File: src/rtl/icap_reconfig_seq.sv
// icap_reconfig_seq: drives the Spartan-6 ICAP through a multiboot IPROG
// sequence that reboots the FPGA into a selected SPI flash image.
// Optional build macro ICAP_BITSWAP_EN: bit-reverses each byte of icap_i,
// which the ICAP primitive itself expects; leave undefined for raw words.
module icap_reconfig_seq #(
    parameter logic [23:0] BASE_ADDR     = 24'h000000,
    parameter logic [23:0] DESIGN_STRIDE = 24'h060000,
    parameter int          NUM_DESIGNS   = 16,
    parameter logic [23:0] GOLDEN_ADDR   = 24'h000000,
    parameter logic [7:0]  SPI_OPCODE    = 8'h0B,
    parameter int          DELAY_CYCLES  = 16
) (
    input  logic        fastclk,
    input  logic        rst_b,
    input  logic        req,
    input  logic [4:0]  design_num,
    output logic        busy,
    output logic        done,
    output logic        err,
    output logic [15:0] icap_i,
    output logic        icap_ce_b,
    output logic        icap_we_b
);

    typedef enum logic [1:0] {IDLE, DELAY, ISSUE, FINISH} state_t;

    localparam logic [31:0] DLY_LAST = (DELAY_CYCLES > 0) ? 32'(DELAY_CYCLES - 1) : 32'd0;
    localparam logic [3:0]  LAST_IDX = 4'd14;

    state_t      state, state_nxt;
    logic [3:0]  idx, idx_nxt;
    logic [31:0] dly_cnt, dly_cnt_nxt;
    logic [23:0] addr, addr_nxt;
    logic [23:0] addr_calc;
    logic        in_range;
    logic        busy_nxt, done_nxt, err_nxt, ce_b_nxt, we_b_nxt;
    logic [15:0] word_nxt;

    // IPROG command word for a given position in the 14-word stream
    function automatic logic [15:0] seq_word(input logic [3:0] k, input logic [23:0] a);
        logic [15:0] w;
        case (k)
            4'd0:    w = 16'hFFFF;
            4'd1:    w = 16'hAA99;
            4'd2:    w = 16'h5566;
            4'd3:    w = 16'h3261;
            4'd4:    w = a[15:0];
            4'd5:    w = 16'h3281;
            4'd6:    w = {SPI_OPCODE, a[23:16]};
            4'd7:    w = 16'h32A1;
            4'd8:    w = GOLDEN_ADDR[15:0];
            4'd9:    w = 16'h32C1;
            4'd10:   w = {SPI_OPCODE, GOLDEN_ADDR[23:16]};
            4'd11:   w = 16'h30A1;
            4'd12:   w = 16'h000E;
            4'd13:   w = 16'h2000;
            default: w = 16'hFFFF;
        endcase
        return w;
    endfunction

    // Byte-wise bit reversal into the ICAP's bit order, when enabled
    function automatic logic [15:0] out_word(input logic [15:0] w);
        logic [15:0] r;
`ifdef ICAP_BITSWAP_EN
        for (int b = 0; b < 8; b++) begin
            r[b]     = w[7 - b];
            r[8 + b] = w[15 - b];
        end
`else
        r = w;
`endif
        return r;
    endfunction

    // Next-state and next-output decode; outputs are all registered
    always_comb begin
        state_nxt   = state;
        idx_nxt     = idx;
        dly_cnt_nxt = dly_cnt;
        addr_nxt    = addr;
        busy_nxt    = busy;
        done_nxt    = 1'b0;
        err_nxt     = 1'b0;
        word_nxt    = 16'hFFFF;
        ce_b_nxt    = 1'b1;
        we_b_nxt    = 1'b1;
        addr_calc   = BASE_ADDR + 24'(design_num) * DESIGN_STRIDE;
        in_range    = (int'(design_num) < NUM_DESIGNS);

        case (state)
            IDLE: begin
                // The err cycle also swallows req so err can never repeat back-to-back
                if (req && !err) begin
                    if (!in_range) begin
                        err_nxt = 1'b1;
                    end else begin
                        addr_nxt    = addr_calc;
                        busy_nxt    = 1'b1;
                        dly_cnt_nxt = 32'd0;
                        if (DELAY_CYCLES == 0) begin
                            word_nxt  = out_word(seq_word(4'd0, addr_calc));
                            ce_b_nxt  = 1'b0;
                            we_b_nxt  = 1'b0;
                            idx_nxt   = 4'd1;
                            state_nxt = ISSUE;
                        end else begin
                            state_nxt = DELAY;
                        end
                    end
                end
            end
            DELAY: begin
                if (dly_cnt == DLY_LAST) begin
                    word_nxt    = out_word(seq_word(4'd0, addr));
                    ce_b_nxt    = 1'b0;
                    we_b_nxt    = 1'b0;
                    idx_nxt     = 4'd1;
                    dly_cnt_nxt = 32'd0;
                    state_nxt   = ISSUE;
                end else begin
                    dly_cnt_nxt = dly_cnt + 32'd1;
                end
            end
            ISSUE: begin
                if (idx == LAST_IDX) begin
                    done_nxt  = 1'b1;
                    busy_nxt  = 1'b0;
                    idx_nxt   = 4'd0;
                    state_nxt = FINISH;
                end else begin
                    word_nxt  = out_word(seq_word(idx, addr));
                    ce_b_nxt  = 1'b0;
                    we_b_nxt  = 1'b0;
                    idx_nxt   = idx + 4'd1;
                end
            end
            FINISH: begin
                state_nxt = IDLE;
            end
            default: begin
                state_nxt = IDLE;
            end
        endcase
    end

    // State and output registers; reset forces the ICAP deselected at once
    always_ff @(posedge fastclk or negedge rst_b) begin
        if (!rst_b) begin
            state     <= IDLE;
            idx       <= 4'd0;
            dly_cnt   <= 32'd0;
            addr      <= 24'd0;
            busy      <= 1'b0;
            done      <= 1'b0;
            err       <= 1'b0;
            icap_i    <= 16'hFFFF;
            icap_ce_b <= 1'b1;
            icap_we_b <= 1'b1;
        end else begin
            state     <= state_nxt;
            idx       <= idx_nxt;
            dly_cnt   <= dly_cnt_nxt;
            addr      <= addr_nxt;
            busy      <= busy_nxt;
            done      <= done_nxt;
            err       <= err_nxt;
            icap_i    <= word_nxt;
            icap_ce_b <= ce_b_nxt;
            icap_we_b <= we_b_nxt;
        end
    end

endmodule

File: config.mk
export PLATFORM = sky130hd
export DESIGN_NAME = icap_reconfig_seq
export DESIGN_NICKNAME = d
export VERILOG_FILES = /design/src/rtl/icap_reconfig_seq.sv
export SDC_FILE = /design/constraint.sdc
export NUM_CORES = 1
export LEC_CHECK = 0
export BUFFER_PORTS_ARGS = -buffer_cell sky130_fd_sc_hd__buf_2
export CORE_UTILIZATION = 46
export CTS_CLUSTER_DIAMETER = 120
export DETAILED_ROUTE_END_ITERATION = 8
export GPL_TIMING_DRIVEN = 0
export RECOVER_POWER = 50
export SYNTH_ARGS = -nofsm -noshare
export SYNTH_HDL_FRONTEND = slang
export SYNTH_SLANG_ARGS = --single-unit
File: constraint.sdc
create_clock -name fastclk -period 2.2 [get_ports fastclk]
set_input_delay 0.11 -clock fastclk [delete_from_list [all_inputs] [get_ports fastclk]]
set_output_delay 0.11 -clock fastclk [all_outputs]
set_load 0.005 [all_outputs]
==> results of run 1 <==
metal layers:
| metal | routed length [µm] | vias up | track usage |
|---|---|---|---|
| met4 | 65 | 0 | 0.08793 |
| met5 | 0 | - | 0 |
| li1 | - | 1340 | - |
| met1 | 3711 | 1308 | 0.3129 |
| met3 | 295 | 6 | 0.03676 |
| met2 | 3027 | 59 | 0.2727 |
layout make-up:
type / instances / area [µm²] / share of cell area
multi-input cells: 259 / 1669 / 0.4235
flip-flops and latches: 64 / 1622 / 0.4114
repair buffers: 34 / 183.9 / 0.04667
clock buffers: 14 / 182.7 / 0.04635
well taps: 96 / 120.1 / 0.03048
plain buffers: 16 / 76.32 / 0.01937
inverters: 14 / 52.55 / 0.01333
clock inverters: 2 / 35.03 / 0.008889
what timing repair did:
action | CTS | global route
gates cloned | 0 | 0
gates resized for setup | 2 | 8
endpoints found under the setup margin | 23 | 29
hold buffers | 2 | 0
pin swaps | 2 | 1
setup buffers | 4 | 0
endpoints found under the hold margin | 49 | 0
metrics by stage:
stage               instances  utilization  area, µm²  setup TNS [ps]
floorplan                 353            -       3386               0
global placement          477       0.5250       3646          -68.57
detailed placement        477       0.5254       3649          -204.7
CTS                       499       0.5647       3921               0
global route              499       0.5676       3941          -14.19
finish                    499       0.5676       3941               0
kinds of logic after synthesis:
kind of cell,count (synthesis),share of synthesized area
muxes,2,0.006282
adders and majority gates,11,0.04287
AOI/OAI and AO/OA,71,0.1271
buffers and inverters,30,0.03658
xor gates and xnor gates,20,0.05174
and+or+nand+nor,155,0.2565
DFF,64,0.4789
state kept, by name (all words and copies together) (netlist names):
register	count
idx	4
addr	7
icap_i	15
dly_cnt	32
icap_we_b	1
err	1
done	1
state	2
busy	1
layout by cell type, fill, tap and decap left out, drive strengths merged, types with 2 or more instances in the layout:
cell	instances
a21o	7
a21oi	21
a31oi	2
and4	4
buf	30
clkbuf	32
dfrtp	48
dfstp	16
dlygate4sd3	2
ha	10
inv	14
nand2	44
nand2b	2
nand3	22
nand4	13
nor2	32
nor2b	2
nor3	8
nor4	6
nor4b	4
o21ai	29
o311ai	2
or3	10
xnor2	2
xor2	18
worst max-delay path, cell delays in order (launching register included):
cell,delay (ps)
dfrtp_1,390
ha_1,210
nor4bb_1,240
nand4_1,150
o21a_1,320
a211oi_2,290
mux2_1,340
worst paths after layout:
check / start / depth (start not counted) / to
setup / recovery: dly_cnt[0]$_DFFE_PN0P_ / 6 / state[1]$_DFFE_PN0P_
hold / removal: req / 3 / err$_DFF_PN0_
setup reg to reg: dly_cnt[0]$_DFFE_PN0P_ / 6 / state[1]$_DFFE_PN0P_
hold reg to reg: addr[17]$_DFFE_PN0P_ / 2 / addr[17]$_DFFE_PN0P_
max in group asynchronous: rst_b / 2 / dly_cnt[15]$_DFFE_PN0P_
min in group asynchronous: rst_b / 2 / dly_cnt[1]$_DFFE_PN0P_
power breakdown:
| group | switching, mW | internal, mW | total (mW) |
|---|---|---|---|
| combinational | 0.935 | 0.572 | 1.51 |
| clock | 0.435 | 0.646 | 1.08 |
| sequential | 0.145 | 1.51 | 1.65 |
| total | 1.52 | 2.73 | 4.24 |
==> flow_summary.json, run 1 <==
{
  "cp-end-kind": "register",
  "ys_seq_area_frac": 0.4789,
  "clk_pin_slew_worst_paths_ps": 60,
  "grt_pass1_wl_mm": 11.80,
  "gr-total-overflow": 0,
  "antenna_found_initial": 0,
  "status": "finished with violations",
  "fin_crit_ps": 2066,
  "finish.net_count": 417,
  "h-tree-depth": 3,
  "layout_setup_ws_ps": 133.9,
  "port_buffers": 28,
  "yosysMostFrequentCell": "dfrtp_1",
  "power_mw": 4.243,
  "powerDensity_nw_per_um2": 1077,
  "fillCellCount": 646,
  "cts_tree": "built",
  "clockBufferDepth": 2,
  "hold_path_class": "in -> reg",
  "fin_skew_ps": 6.727,
  "worst-r2r-setup-slack_ps": 130,
  "cts.sinks": 64,
  "grt.total_usage": 0.2024,
  "dp_hpwl_mm": 4.898,
  "io_pins": 29,
  "synth_edf_count": 0,
  "hold_slack_ps": 56.15,
  "syn_nets": 372,
  "min_period_over_period": 0.9391,
  "ys_warn_count": 0,
  "ys_types": 56,
  "drt_iter0_markers": 169,
  "rows": 30,
  "yosysTopAreaCellShare": 0.3548,
  "ant_nets": 0,
  "hold_violations": 0,
  "setup_violations": 0,
  "worstMarginPinSlew_ps": 1527,
  "syn_avg_cell_area_um2": 9.591,
  "cp_max_fo": 6,
  "ys.flop_type": "dfrtp_1",
  "die_w_um": 87.79,
  "drcViolationCount": 0,
  "viasPerCell": 5.437,
  "layout-drive-gt1-share": 0.2060,
  "grt_max_degree": 65,
  "critPathArrivalTime_ps": 2280,
  "wire_per_inst_um": 14.23,
  "ys_ff_latch": 64,
  "num_vias": 2713,
  "post-place-ws_ps": -29.65,
  "fmax_mhz": 484.0,
  "post_synth_instance_area_um2": 3386,
  "async_reset_ff_frac": 1.000,
  "die_area_um2": 7707,
  "synth_common_cells": "dfrtp_1, nand2_1, nor2_1",
  "yosys-top-cells-area": "dfrtp_1, dfstp_2, nand2_1",
  "cts_buffers": 9,
  "path_class": "reg -> reg",
  "gpl.final_weighted_congestion": 0.8372,
  "drv_slew": 65,
  "area_growth_pct": 16.41,
  "maxCapViolCount": 1,
  "start_kind": "register",
  "ir_drop_mv": 0.4202,
  "synth.largest_area_cell": "dfrtp_1",
  "syn_inst": 353,
  "antennaDiodeCount": 0,
  "firstDrtPassIters": 4,
  "crit_required_ps": 2420,
  "start_util": 0.4876,
  "core_area_um2": 6944,
  "clock_latency_ps": 340,
  "violations": "capacitance limit, slew limit",
  "slew_headroom": -0.01825,
  "p_leak_nw": 1.770,
  "cts_root_buf": "clkbuf_8",
  "drt-total-wl_mm": 7.100,
  "grt_pass1_vias": 2404,
  "die_y_um": 87.79
}
Power figures use the tool's default switching activity.
==> inputs of run 2 (changes only) <==
--- a/config.mk
+++ b/config.mk
@@ -10,6 +10,7 @@
 export CTS_CLUSTER_DIAMETER = 120
 export DETAILED_ROUTE_END_ITERATION = 8
 export GPL_TIMING_DRIVEN = 0
+export PLACE_DENSITY_LB_ADDON = 0.3
 export RECOVER_POWER = 50
 export SYNTH_ARGS = -nofsm -noshare
 export SYNTH_HDL_FRONTEND = slang
==> flow_summary.json, run 2 (same netlist as run 1, synthesis figures left out) <==
{
  "grt_max_degree": 37,
  "fillCellCount": 627,
  "ant_nets": 0,
  "p_leak_nw": 1.770,
  "fin_skew_ps": 6.923,
  "startpoint": "dly_cnt[0]$_DFFE_PN0P_",
  "cp_max_fo": 6,
  "cts_buffers": 9,
  "critical-path-max-stage-delay_ps": 390,
  "drt-total-wl_mm": 6.791,
  "layout-drive-gt1-share": 0.2109,
  "area_growth_pct": 16.26,
  "num_vias": 2720,
  "crit_slowest_cell": "dfrtp_1",
  "drcViolationCount": 0,
  "dp_hpwl_mm": 4.760,
  "status": "finished with violations",
  "ir_drop_mv": 0.5359,
  "maxCapViolCount": 1,
  "start_kind": "register",
  "hold_violations": 0,
  "hold_path_class": "in -> reg",
  "worstPathCellList": "ha_1 > nor4bb_1 > nand4_1 > o21a_2 > a211oi_2 > mux2_1",
  "antennaDiodeCount": 0,
  "antenna_found_initial": 0,
  "worstMarginPinSlew_ps": 1721,
  "reg2reg_to": "state[1]$_DFFE_PN0P_",
  "crit_family": "compound AO/OA/AOI/OAI gates",
  "crit_required_ps": 2420,
  "viasPerCell": 5.451,
  "clk_pin_slew_worst_paths_ps": 60,
  "grt_pass1_wl_mm": 11.59,
  "critPathArrivalTime_ps": 2270,
  "grt.total_usage": 0.1965,
  "die_area_um2": 7707,
  "top_regs": "dly_cnt: 32 flops, icap_i: 15 flops, addr: 7 flops",
  "clock_latency_ps": 340,
  "powerDensity_nw_per_um2": 1061,
  "path_class": "reg -> reg",
  "finish.net_count": 417,
  "final_cell_mix": "dfrtp_1, nand2_1, nor2_1",
  "cts_root_buf": "clkbuf_8",
  "path_buf_inv": 0,
  "start_util": 0.4876,
  "whs_path_depth": 3,
  "largest_register": "dly_cnt",
  "comb_power_share": 0.366,
  "cp-end-kind": "register",
  "worst-r2r-setup-slack_ps": 140,
  "die_y_um": 87.79,
  "power_mw": 4.178,
  "drv_slew": 29,
  "h-tree-depth": 3,
  "die_w_um": 87.79,
  "core_area_um2": 6944,
  "io_pins": 29,
  "firstDrtPassIters": 4,
  "p_seq_frac": 0.394,
  "fmax_mhz": 486.3,
  "min_to": "err$_DFF_PN0_",
  "fin_crit_ps": 2057,
  "slew_headroom": -0.1475,
  "min_period_over_period": 0.9348,
  "rsz0062_at_grt": "false",
  "port_buffers": 28,
  "drt_iter0_markers": 148,
  "intPower_mw": 2.687,
  "netSwitchingPower_mw": 1.491,
  "gr-total-overflow": 0,
  "fin_tns_setup_ps": 0,
  "worstReg2RegStart": "dly_cnt[0]$_DFFE_PN0P_",
  "clockBufferDepth": 2,
  "rr_worst_depth": 6,
  "power_frac_clock": 0.240,
  "violations": "capacitance limit, slew limit",
  "setup_violations": 0,
  "rows": 30,
  "gpl.final_weighted_congestion": 0.8266,
  "swShare": 0.3568,
  "largest_register_ff_count": 32,
  "final_common_cell": "dfrtp_1",
  "cts_tree": "built",
  "cts.sinks": 64,
  "fin_util": 0.5668,
  "wire_per_inst_um": 13.61,
  "grt_pass1_vias": 2473,
  "worstHoldStart": "design_num[4]"
}
[run 2: changes by cell type in the layout (fill, tap and decap cells not counted), sizes merged]
cell / delta
buf: +6
clkbuf: -7
clkinv: +1
[run 2: power groups by stage]
stage	logic, mW	registers (mW)	clock network, mW
2_1_floorplan	1.01	1.66	0
3_3_place_gp	1.42	1.66	0
3_5_place_dp	1.44	1.67	0
4_1_cts	1.46	1.64	1.03
5_1_grt	1.74	1.67	1.08
6_report	1.53	1.65	1.00
[run 2: worst max path at each step]
stage	to	slack, ps	cells after the start
after global placement	dly_cnt[13]$_DFFE_PN0P_	30	8
after global routing	state[1]$_DFFE_PN0P_	9	6
final	state[1]$_DFFE_PN0P_	140	6
after floorplan	dly_cnt[21]$_DFFE_PN0P_	330	8
after CTS	dly_cnt[26]$_DFFE_PN0P_	-10	8
after detailed placement	dly_cnt[15]$_DFFE_PN0P_	10	8
[run 2: per-layer routing]
metal / GRT usage / routed length [µm] / up-vias
li1: - / - / 1339
met3: 0.04336 / 288 / 11
met4: 0.08048 / 115 / 0
met5: 0 / 0 / -
met2: 0.2903 / 3053 / 59
met1: 0.2795 / 3334 / 1311
[run 2: final cells by class]
type                            instances  area [µm²]  area share
Sequential cell                        64        1622      0.4120
Multi-Input combinational cell        259        1667      0.4234
Timing Repair Buffer                   35       207.7     0.05277
Tap cell                               96       120.1     0.03051
Buffer                                 15       68.82     0.01748
Clock inverter                          3       40.04     0.01017
Inverter                               14       52.55     0.01335
Clock buffer                           13       158.9     0.04037
[run 2: worst min-delay path, stage by stage]
cell     delay, ps
buf_2          140
nand2_1         70
nor3_1          40
[run 2: metrics by stage]
stage | worst slack [ps] | instances | hold slack [ps] | cell area (µm²)
final | 143.5 | 499 | 54.38 | 3936
after global routing | 8.958 | 499 | 66.35 | 3936
after CTS | -9.786 | 496 | 47.29 | 3889
after detailed placement | 12.97 | 478 | 199.6 | 3666
after global placement | 27.16 | 477 | 324.7 | 3646
after floorplan | 326.6 | 353 | -185.6 | 3386
[run 2: what timing repair did]
action | 4_1_cts | 5_1_grt
pin swaps | 0 | 2
hold buffers | 2 | 0
hold endpoints to repair | 29 | 0
resized for setup | 1 | 8
setup buffers | 0 | 4
setup endpoints to repair | 4 | 32
==> inputs of run 3 (changes only) <==
--- a/config.mk
+++ b/config.mk
@@ -6,7 +6,9 @@
 export NUM_CORES = 1
 export LEC_CHECK = 0
 export BUFFER_PORTS_ARGS = -buffer_cell sky130_fd_sc_hd__buf_2
-export CORE_UTILIZATION = 46
+export CELL_PAD_IN_SITES_DETAIL_PLACEMENT = 1
+export CELL_PAD_IN_SITES_GLOBAL_PLACEMENT = 1
+export CORE_UTILIZATION = 42
 export CTS_CLUSTER_DIAMETER = 120
 export DETAILED_ROUTE_END_ITERATION = 8
 export GPL_TIMING_DRIVEN = 0
==> constraint.sdc (replaced) <==
create_clock -name fastclk -period 1.67 [get_ports fastclk]
set_input_delay 0.0835 -clock fastclk [delete_from_list [all_inputs] [get_ports fastclk]]
set_output_delay 0.0835 -clock fastclk [all_outputs]
set_load 0.005 [all_outputs]
==> flow_summary.json, run 3 (same netlist as run 1, synthesis figures left out) <==
{
  "grt_pass1_vias": 3038,
  "path_class": "reg -> reg",
  "finish.net_count": 449,
  "fillCellCount": 872,
  "whs_path_depth": 3,
  "dp_hpwl_mm": 5.778,
  "start_kind": "register",
  "maxCapViolCount": 0,
  "critPathArrivalTime_ps": 2390,
  "viasPerCell": 5.685,
  "clock_latency_ps": 350,
  "gpl.final_weighted_congestion": 0.8179,
  "h-tree-depth": 3,
  "drt_iter0_markers": 175,
  "status": "finished with violations",
  "cp-end-kind": "register",
  "wire_per_inst_um": 20.27,
  "worstMarginPinSlew_ps": 893.6,
  "largest_register_ff_count": 32,
  "die_w_um": 91.79,
  "worstPathCellList": "nor4_4 > nand4_1 > buf_4 > o21a_4 > a211oi_4 > mux2_4",
  "critical-path-max-stage-delay_ps": 420,
  "hold_violations": 0,
  "min_period_over_period": 1.291,
  "core_area_um2": 7767,
  "cp.depth": 6,
  "area_growth_pct": 32.11,
  "slew_headroom": 0.4042,
  "crit_path_end": "state[1]$_DFFE_PN0P_",
  "fin_util": 0.5759,
  "clockBufferDepth": 2,
  "fin_skew_ps": 10.73,
  "die_y_um": 91.79,
  "crit_required_ps": 1900,
  "drcViolationCount": 0,
  "antennaDiodeCount": 0,
  "p_leak_nw": 1.990,
  "stdcell_count": 537,
  "drt-total-wl_mm": 10.88,
  "largest_register": "dly_cnt",
  "crit_family": "compound AO/OA/AOI/OAI gates",
  "firstDrtPassIters": 4,
  "layout_setup_ws_ps": -486.3,
  "worst-r2r-setup-slack_ps": -490,
  "drv_slew": 0,
  "rows": 32,
  "clk_pin_slew_worst_paths_ps": 80,
  "ant_nets": 0,
  "cts_buffers": 9,
  "fin_crit_ps": 2156,
  "io_pins": 29,
  "cts.sinks": 64,
  "fmax_mhz": 463.8,
  "layout-drive-gt1-share": 0.3747,
  "grt_max_degree": 65,
  "path_buf_inv": 1,
  "antenna_found_initial": 0,
  "final_common_cell": "nand2_1",
  "dp.cells": 483,
  "cts_tree": "built",
  "powerDensity_nw_per_um2": 1442,
  "hold_slack_ps": 37.47,
  "final_cell_mix": "nand2_1, buf_4, dfrtp_1",
  "grt_pass1_wl_mm": 15.59,
  "die_area_um2": 8424,
  "fin_tns_setup_ps": -14840,
  "startpoint": "dly_cnt[31]$_DFFE_PN0P_",
  "num_vias": 3053,
  "hold_path_class": "in -> reg",
  "violations": "setup timing",
  "top_regs": "dly_cnt: 32 flops, icap_i: 15 flops, addr: 7 flops",
  "gr-total-overflow": 0,
  "reg2reg_to": "state[1]$_DFFE_PN0P_",
  "cts_root_buf": "clkbuf_8",
  "worstReg2RegStart": "dly_cnt[31]$_DFFE_PN0P_",
  "crit_slowest_cell": "dfrtp_1",
  "rsz0062_at_grt": "true",
  "port_buffers": 28,
  "rr_worst_depth": 6,
  "cp_max_fo": 4,
  "grt.total_usage": 0.2376,
  "setup_violations": 40,
  "ir_drop_mv": 0.6180,
  "start_util": 0.4359
}
## run 3: timing repair
item,CTS,global route
setup buffers,19,18
endpoints found under the setup margin,51,53
pin swaps,14,17
hold buffers,2,0
gates resized for setup,39,38
endpoints found under the hold margin,49,0
cloned,0,2
## run 3: layout make-up
cell class,count,area (µm²),share of cell area
plain buffers,13,91.34,0.02042
multi-input cells,259,1898,0.4243
clock inverters,6,41.29,0.009231
repair buffers,69,474.2,0.1060
well taps,102,127.6,0.02853
inverters,14,52.55,0.01175
flip-flops and latches,64,1639,0.3664
clock buffers,10,148.9,0.03329
## run 3: worst min path at each step
stage,startpoint,to,slack [ps]
floorplan,rst_b,addr[17]$_DFFE_PN0P_,-210
global placement,design_num[0],addr[17]$_DFFE_PN0P_,300
detailed placement,rst_b,addr[18]$_DFFE_PN0P_,230
CTS,design_num[4],err$_DFF_PN0_,40
global route,req,err$_DFF_PN0_,50
finish,design_num[4],err$_DFF_PN0_,40
## run 3: metrics by stage
step	area [µm²]	setup slack [ps]	total power [mW]
floorplan	3425	-99.77	3.587
global placement	3692	-466.5	4.185
detailed placement	3695	-540.7	4.275
CTS	4205	-264.0	5.954
global route	4473	-489.6	6.800
finish	4473	-486.3	6.451
## run 3: routing by layer
metal | wire length [µm] | share of wire | track usage | up-vias
met1 | 4649 | 0.43 | 0.3095 | 1537
met3 | 394 | 0.036 | 0.04561 | 28
met4 | 348 | 0.032 | 0.07552 | 0
met5 | 0 | 0 | 0 | -
li1 | - | - | - | 1407
met2 | 5493 | 0.50 | 0.3997 | 81
## run 3: power breakdown
part | internal [mW] | leakage (nW) | total [mW] | switching (mW)
clock network | 0.629 | 0.0977 | 1.29 | 0.664
registers | 1.99 | 0.795 | 2.24 | 0.247
logic | 1.20 | 1.10 | 2.92 | 1.72
## run 3: worst min-delay path: cells and delay by family
family        cells  cell delay [ps]
buf+inv           1              150
simple gates      2              120
